--- config.mk ---
export PLATFORM = sky130hd
export DESIGN_NAME = opcode_fetch
export DESIGN_NICKNAME = d
export VERILOG_FILES = /design/src/rtl/opcode_fetch.sv
export SDC_FILE = /design/constraint.sdc
export NUM_CORES = 1
export LEC_CHECK = 0
export BUFFER_PORTS_ARGS = -buffer_cell sky130_fd_sc_hd__buf_4
export CAP_MARGIN = 30
export CORE_MARGIN = 1
export CORE_UTILIZATION = 51
export DETAILED_ROUTE_END_ITERATION = 10
export HOLD_SLACK_MARGIN = 0.12
export PLACE_DENSITY = 0.77
export SETUP_SLACK_MARGIN = 0.3
export SLEW_MARGIN = 20
export SYNTH_ARGS = -nofsm -noshare
export SYNTH_HDL_FRONTEND = slang
export SYNTH_SLANG_ARGS = --single-unit
export TNS_END_PERCENT = 50
--- constraint.sdc ---
create_clock -name clk -period 2 [get_ports clk]
set_input_delay 0.1 -clock clk [delete_from_list [all_inputs] [get_ports clk]]
set_output_delay 0.1 -clock clk [all_outputs]
set_load 0.02 [all_outputs]
--- src/rtl/opcode_fetch.sv ---
//------------------------------------------------------------------------------
// opcode_fetch : byte-wide bytecode prefetch FIFO feeding the microcode sequencer
// Revision     : 1.0
//------------------------------------------------------------------------------
`default_nettype none

module opcode_fetch #(
  parameter int ADDR_W = 16,
  parameter int DEPTH  = 4
) (
  input  logic              clk,
  input  logic              rst_b,
  output logic              fe__mem_req,
  output logic [ADDR_W-1:0] fe__mem_addr,
  input  logic              mem__ack,
  input  logic [7:0]        mem__data,
  output logic [7:0]        fe__opcode,
  output logic              fe__valid,
  output logic [ADDR_W-1:0] fe__pc_head,
  output logic              fe__js_mode,
  input  logic              mc__more_2a,
  input  logic              mc__operand_pop,
  input  logic              mc__stall,
  input  logic              fe__redirect,
  input  logic [ADDR_W-1:0] fe__redirect_pc,
  input  logic              fe__redirect_js
);

  localparam int PTR_W = (DEPTH > 1) ? $clog2(DEPTH) : 1;
  localparam int CNT_W = PTR_W + 1;
  localparam logic [CNT_W-1:0] C_DEPTH = CNT_W'(DEPTH);

  logic [7:0]        r_mem [DEPTH];
  logic [PTR_W-1:0]  r_head;
  logic [PTR_W-1:0]  r_tail;
  logic [CNT_W-1:0]  r_count;
  logic [ADDR_W-1:0] r_fetch_pc;
  logic [ADDR_W-1:0] r_head_pc;
  logic [ADDR_W-1:0] r_addr;
  logic              r_js;
  logic              r_req;
  logic              r_discard;

  logic              w_valid;
  logic              w_hold;
  logic              w_pop;
  logic              w_push;
  logic [CNT_W-1:0]  w_count_next;
  logic [ADDR_W-1:0] w_fetch_pc_next;
  logic              w_req_next;
  logic [ADDR_W-1:0] w_addr_next;
  logic              w_discard_next;

  assign w_valid = (r_count != '0);
  assign w_hold  = r_req && !mem__ack;
  assign w_pop   = !fe__redirect && !mc__stall && w_valid && (!mc__more_2a || mc__operand_pop);
  assign w_push  = mem__ack && r_req && !r_discard && !fe__redirect;

  // A discarded ack belongs to the pre-redirect address, so fetch_pc (already
  // the redirect target) only advances on acks that are actually pushed.
  assign w_fetch_pc_next = fe__redirect ? fe__redirect_pc :
                           w_push       ? r_fetch_pc + ADDR_W'(1) : r_fetch_pc;

  always_comb begin
    w_count_next = r_count;
    if (fe__redirect)
      w_count_next = '0;
    else if (w_push && !w_pop)
      w_count_next = r_count + CNT_W'(1);
    else if (!w_push && w_pop)
      w_count_next = r_count - CNT_W'(1);
  end

  always_comb begin
    w_req_next     = r_req;
    w_addr_next    = r_addr;
    w_discard_next = r_discard;
    if (w_hold) begin
      if (fe__redirect)
        w_discard_next = 1'b1;
    end else if (!fe__redirect && r_discard) begin
      // Stale ack consumed: idle one cycle, then fetch from the target.
      w_req_next     = 1'b0;
      w_discard_next = 1'b0;
    end else begin
      w_req_next     = (w_count_next < C_DEPTH);
      w_addr_next    = w_fetch_pc_next;
      w_discard_next = 1'b0;
    end
  end

  always_ff @(posedge clk or negedge rst_b) begin
    if (!rst_b) begin
      for (int i = 0; i < DEPTH; i++)
        r_mem[i] <= '0;
      r_head     <= '0;
      r_tail     <= '0;
      r_count    <= '0;
      r_fetch_pc <= '0;
      r_head_pc  <= '0;
      r_addr     <= '0;
      r_js       <= 1'b0;
      r_req      <= 1'b0;
      r_discard  <= 1'b0;
    end else begin
      r_count    <= w_count_next;
      r_fetch_pc <= w_fetch_pc_next;
      r_req      <= w_req_next;
      r_addr     <= w_addr_next;
      r_discard  <= w_discard_next;
      if (w_push) begin
        r_mem[r_tail] <= mem__data;
        r_tail        <= r_tail + PTR_W'(1);
      end
      if (w_pop) begin
        r_head    <= r_head + PTR_W'(1);
        r_head_pc <= r_head_pc + ADDR_W'(1);
      end
      if (fe__redirect) begin
        r_head    <= '0;
        r_tail    <= '0;
        r_head_pc <= fe__redirect_pc;
        r_js      <= fe__redirect_js;
      end
    end
  end

  assign fe__mem_req  = r_req;
  assign fe__mem_addr = r_addr;
  assign fe__opcode   = r_mem[r_head];
  assign fe__valid    = w_valid;
  assign fe__pc_head  = r_head_pc;
  assign fe__js_mode  = r_js;

endmodule

`default_nettype wire
### After elaboration in Yosys (flattened, before gate mapping)

Index checks and enable logic that the tools add are counted.
Widths: inputs -> output; s select.

* bits of input ports: 32
* bits in registers: 90
* output and inout port bits: 43
* word-level logic and storage cells: 71

* reductions and logical operators: 23
* bitwise operators: 4
* add/subtract/negate cells: 6
* mux-type cells: 20
* eq/ne operators: 1
* magnitude comparators: 4

Operator list (count)
* $mux 16: 4
* $add 16x1->16 const B: 2
* $bwmux 32: 1
* $mux 8: 3
* $bmux 8 s2: 1
* $demux 8 s2: 1
* $logic_and 1x1->1: 11
* $mux 3: 3
* $mux 2: 4
* $logic_not 1->1: 7
* $ge 3x3->1 const B: 2
* $not 2->3: 2
* $add 2x1->2 const B: 2
* $reduce_bool 2->1: 2
* $add 3x1->3 const B: 1
* $lt 3x1->1 const B: 1
* $lt 3x3->1 const B: 1
* $mux 1: 3
* $reduce_bool 3->1: 1
* $sub 3x1->3 const B: 1
* $ne 2x2->1 const B: 1
* $not 1->1: 2
* $reduce_and 2->1: 1
* $logic_or 1x1->1: 1

### Depth between registers and ports, before layout

Gate-level depths: netlist (run 1).

* depth in word-level cells: 10
* mapped depth: 8
* gate-level depth less buffers: 7

### Least setup slack after synthesis (run 1)

Ideal clock, no wire load.

* path kind: flip-flop to flip-flop
* start: register r_count[1]
* end: register r_head_pc[7] (netlist: fe__pc_head[7])
* arrival time: 1747 ps
* path slack: 120 ps
* stages on the path, launching flop included: 8
* required time: 1867 ps
* buffers on the path: 0
* cell sequence: dfrtp_1 -> inv_1 -> ha_1 -> nor2b_1 -> or4_4 -> nor4_4 -> xnor2_1 -> a21oi_2

* cells in the longest elaborated chain, start to end: 4

RTL lines
* from (decl): RTL line 36 `logic [CNT_W-1:0] r_count;`
* from (signal assigned): RTL line 106 `r_count <= w_count_next;`
* $reduce_bool 3->1: RTL line 54 `assign w_valid = (r_count != '0);`
* $logic_and 1x1->1 (2 in a row): RTL line 56 `assign w_pop = !fe__redirect && !mc__stall && w_valid && (!mc__more_2a || mc__operand_pop);`
* $reduce_bool 2->1 (no line)
* to (signal assigned): RTL line 117 `r_head_pc <= r_head_pc + ADDR_W'(1);`
* to (signal assigned): RTL line 122 `r_head_pc <= fe__redirect_pc;`
* to (decl): RTL line 38 `logic [ADDR_W-1:0] r_head_pc;`

No other way between the ends.
A chain may end at the register's enable or synchronous reset.

### Final worst setup path (run 1)

Same ends and word-level chain as after synthesis.

==> results of run 1 <==
==> layout make-up <==
class | instances | area share
Timing Repair Buffer | 138 | 0.1925
Clock buffer | 10 | 0.02302
Sequential cell | 90 | 0.3771
Clock inverter | 6 | 0.008372
Tap cell | 105 | 0.02198
Multi-Input combinational cell | 267 | 0.3707
Inverter | 10 | 0.006279
==> cell families after synthesis <==
group,Yosys count,share of synthesized area
XOR/XNOR,21,0.04247
AND/OR/NAND/NOR,124,0.1404
multiplexers,50,0.1502
adder cells (fa/ha/maj),9,0.02600
flip-flops,90,0.5201
buffers and inverters,24,0.02427
AO/OA/AOI/OAI,63,0.09651
==> sequential cells by signal, summed over array words and instances, names as in the netlist <==
signal and flops:
r_fetch_pc 16, r_tail 2, r_count 3, r_discard 1, fe__js_mode 1, fe__mem_req 1, r_mem 32, fe__mem_addr 16
r_head 2, fe__pc_head 16
==> synthesized netlist by cell type (7+ instances only) <==
cell	number
mux4_2	8
inv_1	10
xor2_1	9
and3_1	8
dfrtp_1	90
o21ai_0	12
ha_1	9
nand3_1	14
a21oi_1	16
nor2_1	29
nand2_1	45
o211ai_1	7
xnor2_1	12
mux2_2	40
nand4_1	8
==> layout by cell type, fill, tap and decap left out, types with 3 or more instances in the layout <==
cell type and instances:
nand2_1 41, xnor2_1 10, nand2_2 3, a31oi_1 4, nand3_1 12, clkbuf_8 10
dlygate4sd3_1 29, xor2_1 9, o311ai_1 5, o21ai_0 5, mux2_2 39, o21ai_1 6
nor2b_1 3, mux4_2 8, a221o_1 3, nor4_4 3, nor2_1 22, and3_1 8
a21oi_1 16, dfrtp_1 88, inv_1 8, ha_1 7, buf_4 101, nor2_4 5
nand3b_1 4, nand4_1 8, o211ai_1 7, buf_6 6, o31ai_1 3
==> power by group through the flow <==
stage	Clock, mW	Combinational [mW]	Sequential [mW]
after global routing	1.28	1.76	2.47
after global placement	0	1.37	2.40
after detailed placement	0	1.41	2.43
after CTS	1.20	1.54	2.40
final	1.19	1.64	2.43
after floorplan	0	0.784	2.48
==> critical path, cell delays in order, from the launching register on <==
cell and delay (ns):
dfrtp_1 0.42, inv_2 0.07, ha_4 0.16, nor2b_4 0.13
or4_4 0.53, buf_12 0.17, nor4_4 0.13, xnor2_1 0.16
a21oi_2 0.08
==> stage by stage <==
stage	cells	hold slack, ns	setup TNS, ns
floorplan	381	-0.1956	0
global placement	559	0.08929	0
detailed placement	559	0.09921	-0.09093
CTS	618	0.1283	0
global route	626	0.1658	-0.1271
finish	626	0.1562	0
==> how the worst max path moves through the flow <==
stage | end | slack [ns] | cells past startpoint
after detailed placement | fe__pc_head[9] | -0.04 | 8
final | fe__pc_head[7] | 0.02 | 8
after floorplan | fe__pc_head[13] | 0.20 | 8
after global placement | fe__pc_head[11] | 0.1 | 8
after CTS | fe__pc_head[7] | 0.09 | 8
after global routing | fe__pc_head[11] | -0.04 | 8
==> layer usage <==
layer | share of wire | global-route usage
met1 | 0.41 | 0.3218
met2 | 0.52 | 0.4444
met3 | 0.047 | 0.03641
met4 | 0.022 | 0.1051
met5 | 0 | 0
==> timing repair <==
| action | 4_1_cts | 5_1_grt |
|---|---|---|
| hold buffers | 29 | 0 |
| setup buffers | 14 | 8 |
| hold endpoints to repair | 115 | 0 |
| endpoints found under the setup margin | 38 | 76 |
| resized for setup | 17 | 42 |
| pin swaps | 18 | 28 |
==> impl_metrics.py, run 1 <==
metrics = {
    "clock_network": {
        "clock_sinks": 90,
        "clock_latency_ns": 0.36,
        "cts-htree-levels": 3,
        "tritoncts": "built",
        "cts.root.buffer_cell": "clkbuf_8",
        "numCtsBuffers": 9,
        "cts.reportedPaths.clkPinSlew_ns": 0.10,
        "clockBufferDepth": 2,
    },
    "placed_design": {
        "detailed_place.area_mm2": 0.005076,
        "place_congestion": 0.8358,
        "pre_cts_slack_ns": -0.03695,
        "place.port_buffers": 74,
        "dp_hpwl_mm": 7.428,
    },
    "sta": {
        "rsz0062_at_grt": "yes",
        "finalWorstSetupSlack_ns": 0.01757,
        "finalHoldViolations": 0,
        "timing.final.setup_violations": 0,
        "clock-skew-final_ns": 0.009369,
        "fin_crit_sh": 0.9912,
        "min_period_ns": 1.982,
        "max_slew.worst_pin.slew_ns": 0.4864,
        "fmax_mhz": 504.4,
        "relSlewSlack": 0.6757,
        "timing_max_transition_violations_final": 0,
    },
    "setup_path": {
        "r2r-start": "r_count[1]",
        "regToRegEndpoint": "fe__pc_head[7]",
        "crit_arrival_ns": 2.23,
        "crit_path_max_fo": 6,
        "critical_path.startpoint": "r_count[1]",
        "r2r_cells": 8,
        "criticalPathCategory": "flop to flop",
        "required_time_at_the_endpoint_of_the_critical_path_ns": 2.25,
        "setup.worst_path.start_class": "flop",
        "endpoint_kind": "flop",
        "regToRegSetupSlack_ns": 0.02,
    },
    "pwr": {
        "total_leakage_power_nw": 2.675,
        "share_comb_of_total_power": 0.312,
        "internal_power_mw": 3.517,
        "power_mw": 5.265,
        "peakVddDrop_v": 0.0004744,
        "share_clk_of_total_power": 0.227,
        "seq_power_share": 0.461,
        "power.share.switching": 0.3320,
        "switching_power_mw": 1.748,
        "power.density_cell_area_mw_per_mm2": 880.7,
    },
    "global_routing": {
        "grt.overflow.total": 0,
        "track_usage": 0.2571,
        "initial_antenna_violation_count": 0,
        "vias_in_the_first_global_route": 3539,
        "grt_max_degree": 39,
        "grt_first_pass_wirelength_mm": 17.17,
    },
    "min_path": {
        "timing.hold.worst_path_depth": 2,
        "hold_start": "fe__redirect",
        "type_of_the_tightest_min_delay_check": "input port to flop",
        "whs_endpoint": "fe__mem_req",
    },
    "synthesis": {
        "synth_top_area_share": 0.5201,
        "synth_top_area_cell": "dfrtp_1",
        "yosys.cell_types.count": 45,
        "ys_seq_elements": 90,
        "yosysWarnings": 0,
        "synth_ff_type": "dfrtp_1",
        "synthTopCellsByArea": "dfrtp_1, mux2_2, mux4_2",
        "share_of_synthesized_registers_carrying_an_async_set_or_reset": 1.000,
        "post_synth_inst_count": 381,
        "synth.yosys.seq_area_share": 0.5201,
        "synth_edf_count": 0,
        "synth.net_count": 422,
        "synth.cell_area_mm2": 0.004330,
        "syn_area_per_cell_um2": 11.37,
    },
    "routing": {
        "drt_first_pass_iters": 5,
        "ant_nets": 0,
        "detail_route.vias_per_cell": 5.810,
        "dr_total_vias": 3637,
        "drt-total-wl_mm": 11.50,
        "drc_errors": 0,
        "detail_route.wl_per_cell_um": 18.37,
        "initialDrtViolationCount": 203,
    },
    "final_layout": {
        "fillers": 543,
        "post-route-util": 0.7276,
        "multiInputGateArea_mm2": 0.002216,
        "fin_nets": 557,
        "post-route-cell-area_mm2": 0.005978,
        "layout.area.seq_mm2": 0.002255,
        "antenna_cells_inserted": 0,
        "share_of_layout_cells_above_drive_strength_1": 0.4050,
        "area_growth_from_synthesis_to_layout_pct": 38.05,
    },
    "job": {
        "cap_viol_max_count": 0,
    },
    "floorplanning": {
        "dieArea_mm2": 0.008863,
        "io-pin-count": 75,
        "cell_row_count": 33,
        "die_y_um": 94.15,
        "placeableCoreArea_mm2": 0.008217,
        "floorplan.initialDensity": 0.5270,
        "die_width_um": 94.15,
    },
    "outcome": {
        "status": "completed",
    },
}
Note: power is estimated with default switching activity, not from simulation.
==> run 2, diff against run 1 <==
--- a/config.mk
+++ b/config.mk
@@ -7,7 +7,7 @@
 export LEC_CHECK = 0
 export BUFFER_PORTS_ARGS = -buffer_cell sky130_fd_sc_hd__buf_4
 export CAP_MARGIN = 30
-export CORE_MARGIN = 1
+export CORE_MARGIN = 1.5
 export CORE_UTILIZATION = 51
 export DETAILED_ROUTE_END_ITERATION = 10
 export HOLD_SLACK_MARGIN = 0.12
==> impl_metrics.py, run 2 (synthesized netlist as in run 1, its figures left out) <==
metrics = {
    "job": {
        "cap_viol_max_count": 0,
    },
    "sta": {
        "timing.final.setup_violations": 0,
        "max_slew.worst_pin.slew_ns": 0.5481,
        "clock-skew-final_ns": 0.009578,
        "fmax_mhz": 520.1,
        "timing.setup.tns_ns": 0,
        "rsz0062_at_grt": "yes",
        "finalHoldViolations": 0,
        "min_period_ns": 1.923,
        "timing_max_transition_violations_final": 0,
        "relSlewSlack": 0.6332,
        "fin_crit_sh": 0.9614,
    },
    "final_layout": {
        "share_of_layout_cells_above_drive_strength_1": 0.4189,
        "fin_nets": 566,
        "mostFrequentLayoutCell": "buf_4",
        "layout.cells.most_common_list": "buf_4, dfrtp_1, nand2_1, mux2_2, dlygate4sd3_1",
        "largest_register": "r_mem",
        "area_growth_from_synthesis_to_layout_pct": 39.79,
        "antenna_cells_inserted": 0,
        "finished_layout_cells": 635,
        "fillers": 530,
        "largest_reg_flops": 32,
    },
    "setup_path": {
        "crit_arrival_ns": 2.17,
        "setup.worst_path.start_class": "flop",
        "crit_path_max_fo": 3,
        "criticalPathCategory": "flop to flop",
        "required_time_at_the_endpoint_of_the_critical_path_ns": 2.24,
        "endpoint_kind": "flop",
    },
    "floorplanning": {
        "dieArea_mm2": 0.009053,
        "placeableCoreArea_mm2": 0.008217,
        "die_y_um": 95.15,
        "die_width_um": 95.15,
        "io-pin-count": 75,
        "floorplan.initialDensity": 0.5270,
        "cell_row_count": 33,
    },
    "global_routing": {
        "track_usage": 0.2631,
        "grt.overflow.total": 0,
        "vias_in_the_first_global_route": 3688,
        "grt_max_degree": 39,
        "initial_antenna_violation_count": 0,
        "grt_first_pass_wirelength_mm": 17.80,
    },
    "pwr": {
        "power.density_cell_area_mw_per_mm2": 904.5,
        "peakVddDrop_v": 0.0005107,
        "total_leakage_power_nw": 2.727,
    },
    "clock_network": {
        "clock_sinks": 90,
        "clock_latency_ns": 0.36,
        "cts-htree-levels": 3,
        "clockBufferDepth": 2,
        "cts.root.buffer_cell": "clkbuf_8",
        "cts.reportedPaths.clkPinSlew_ns": 0.10,
        "tritoncts": "built",
        "numCtsBuffers": 9,
    },
    "routing": {
        "drt_first_pass_iters": 5,
        "detail_route.wl_per_cell_um": 18.88,
        "ant_nets": 0,
        "detail_route.vias_per_cell": 5.822,
        "drc_errors": 0,
        "initialDrtViolationCount": 280,
        "dr_total_vias": 3697,
        "drt-total-wl_mm": 11.99,
    },
    "min_path": {
        "type_of_the_tightest_min_delay_check": "input port to flop",
    },
    "outcome": {
        "status": "completed",
    },
    "placed_design": {
        "dp_hpwl_mm": 7.400,
        "place.port_buffers": 74,
        "dp_cells": 560,
        "place_congestion": 0.8858,
    },
}
run 2: cell types whose count changed in the layout (fill, tap and decap cells not counted), moves of 2 or more:
cell	before	now
buf_6	6	15
a31oi_4	2	0
a31oi_1	4	6
a221oi_2	0	2
a221oi_1	2	0
nand2_2	3	5
clkinv_4	2	0
run 2: area by class of cell:
class	instances	area (µm²)	area share
multi-input cells	268	2191	0.3619
clock buffers	9	123.9	0.02046
well taps	105	131.4	0.02170
clock inverters	7	82.58	0.01364
inverters	10	37.54	0.006201
flip-flops and latches	90	2255	0.3725
repair buffers	146	1232	0.2036
run 2: metal layers:
metal / up-vias / wire length, µm / share of wire / track usage
met5: - / 0 / 0 / 0
met4: 0 / 346 / 0.029 / 0.1132
met3: 40 / 704 / 0.059 / 0.04545
met2: 180 / 6114 / 0.51 / 0.4450
met1: 1801 / 4820 / 0.40 / 0.3309
li1: 1676 / - / - / -
run 2: per-stage QoR:
stage	power [mW]	instance area (µm²)	worst slack, ns	hold WS, ns	util
final	5.475	6053	0.07711	0.1577	0.7367
after global routing	5.729	6053	0.002508	0.1436	0.7367
after CTS	5.330	5802	0.1586	0.1355	0.7061
after global placement	3.774	5084	0.1011	0.08308	0.6187
after floorplan	3.268	4368	0.1969	-0.1956	-
after detailed placement	3.845	5084	-0.004314	0.09528	0.6187
run 2: path summary, 6_finish.rpt:
kind	cells after the start	slack, ns	from	to
setup / recovery	8	0.08	r_count[0]	fe__mem_req
hold / removal	3	0.16	mc__stall	r_head[0]
setup reg to reg	8	0.08	r_count[0]	fe__mem_req
hold reg to reg	2	0.50	fe__mem_addr[9]	fe__mem_addr[9]
max in group asynchronous	3	1.07	rst_b	fe__mem_req
min in group asynchronous	2	0.23	rst_b	r_head[0]
run 2: where the power goes:
group	switching, mW	leakage (nW)	total (mW)	internal, mW
Clock	0.713	0.104	1.32	0.602
Combinational	0.835	1.52	1.75	0.912
Sequential	0.253	1.10	2.41	2.16
run 2: what timing repair did:
| action | 4_1_cts | 5_1_grt |
|---|---|---|
| gates cloned | 1 | 0 |
| buffers inserted | 18 | 11 |
| resized for setup | 21 | 46 |
| hold buffers | 29 | 0 |
| endpoints found under the setup margin | 44 | 83 |
| hold endpoints to repair | 117 | 0 |
| pin swaps | 14 | 48 |
run 2: critical path, stage by stage, from the launching register on:
cell	delay, ns
dfrtp_1	0.39
inv_2	0.07
ha_4	0.15
nor2b_4	0.13
nor4_4	0.24
buf_4	0.17
mux2i_1	0.23
xnor2_1	0.15
a211o_1	0.29
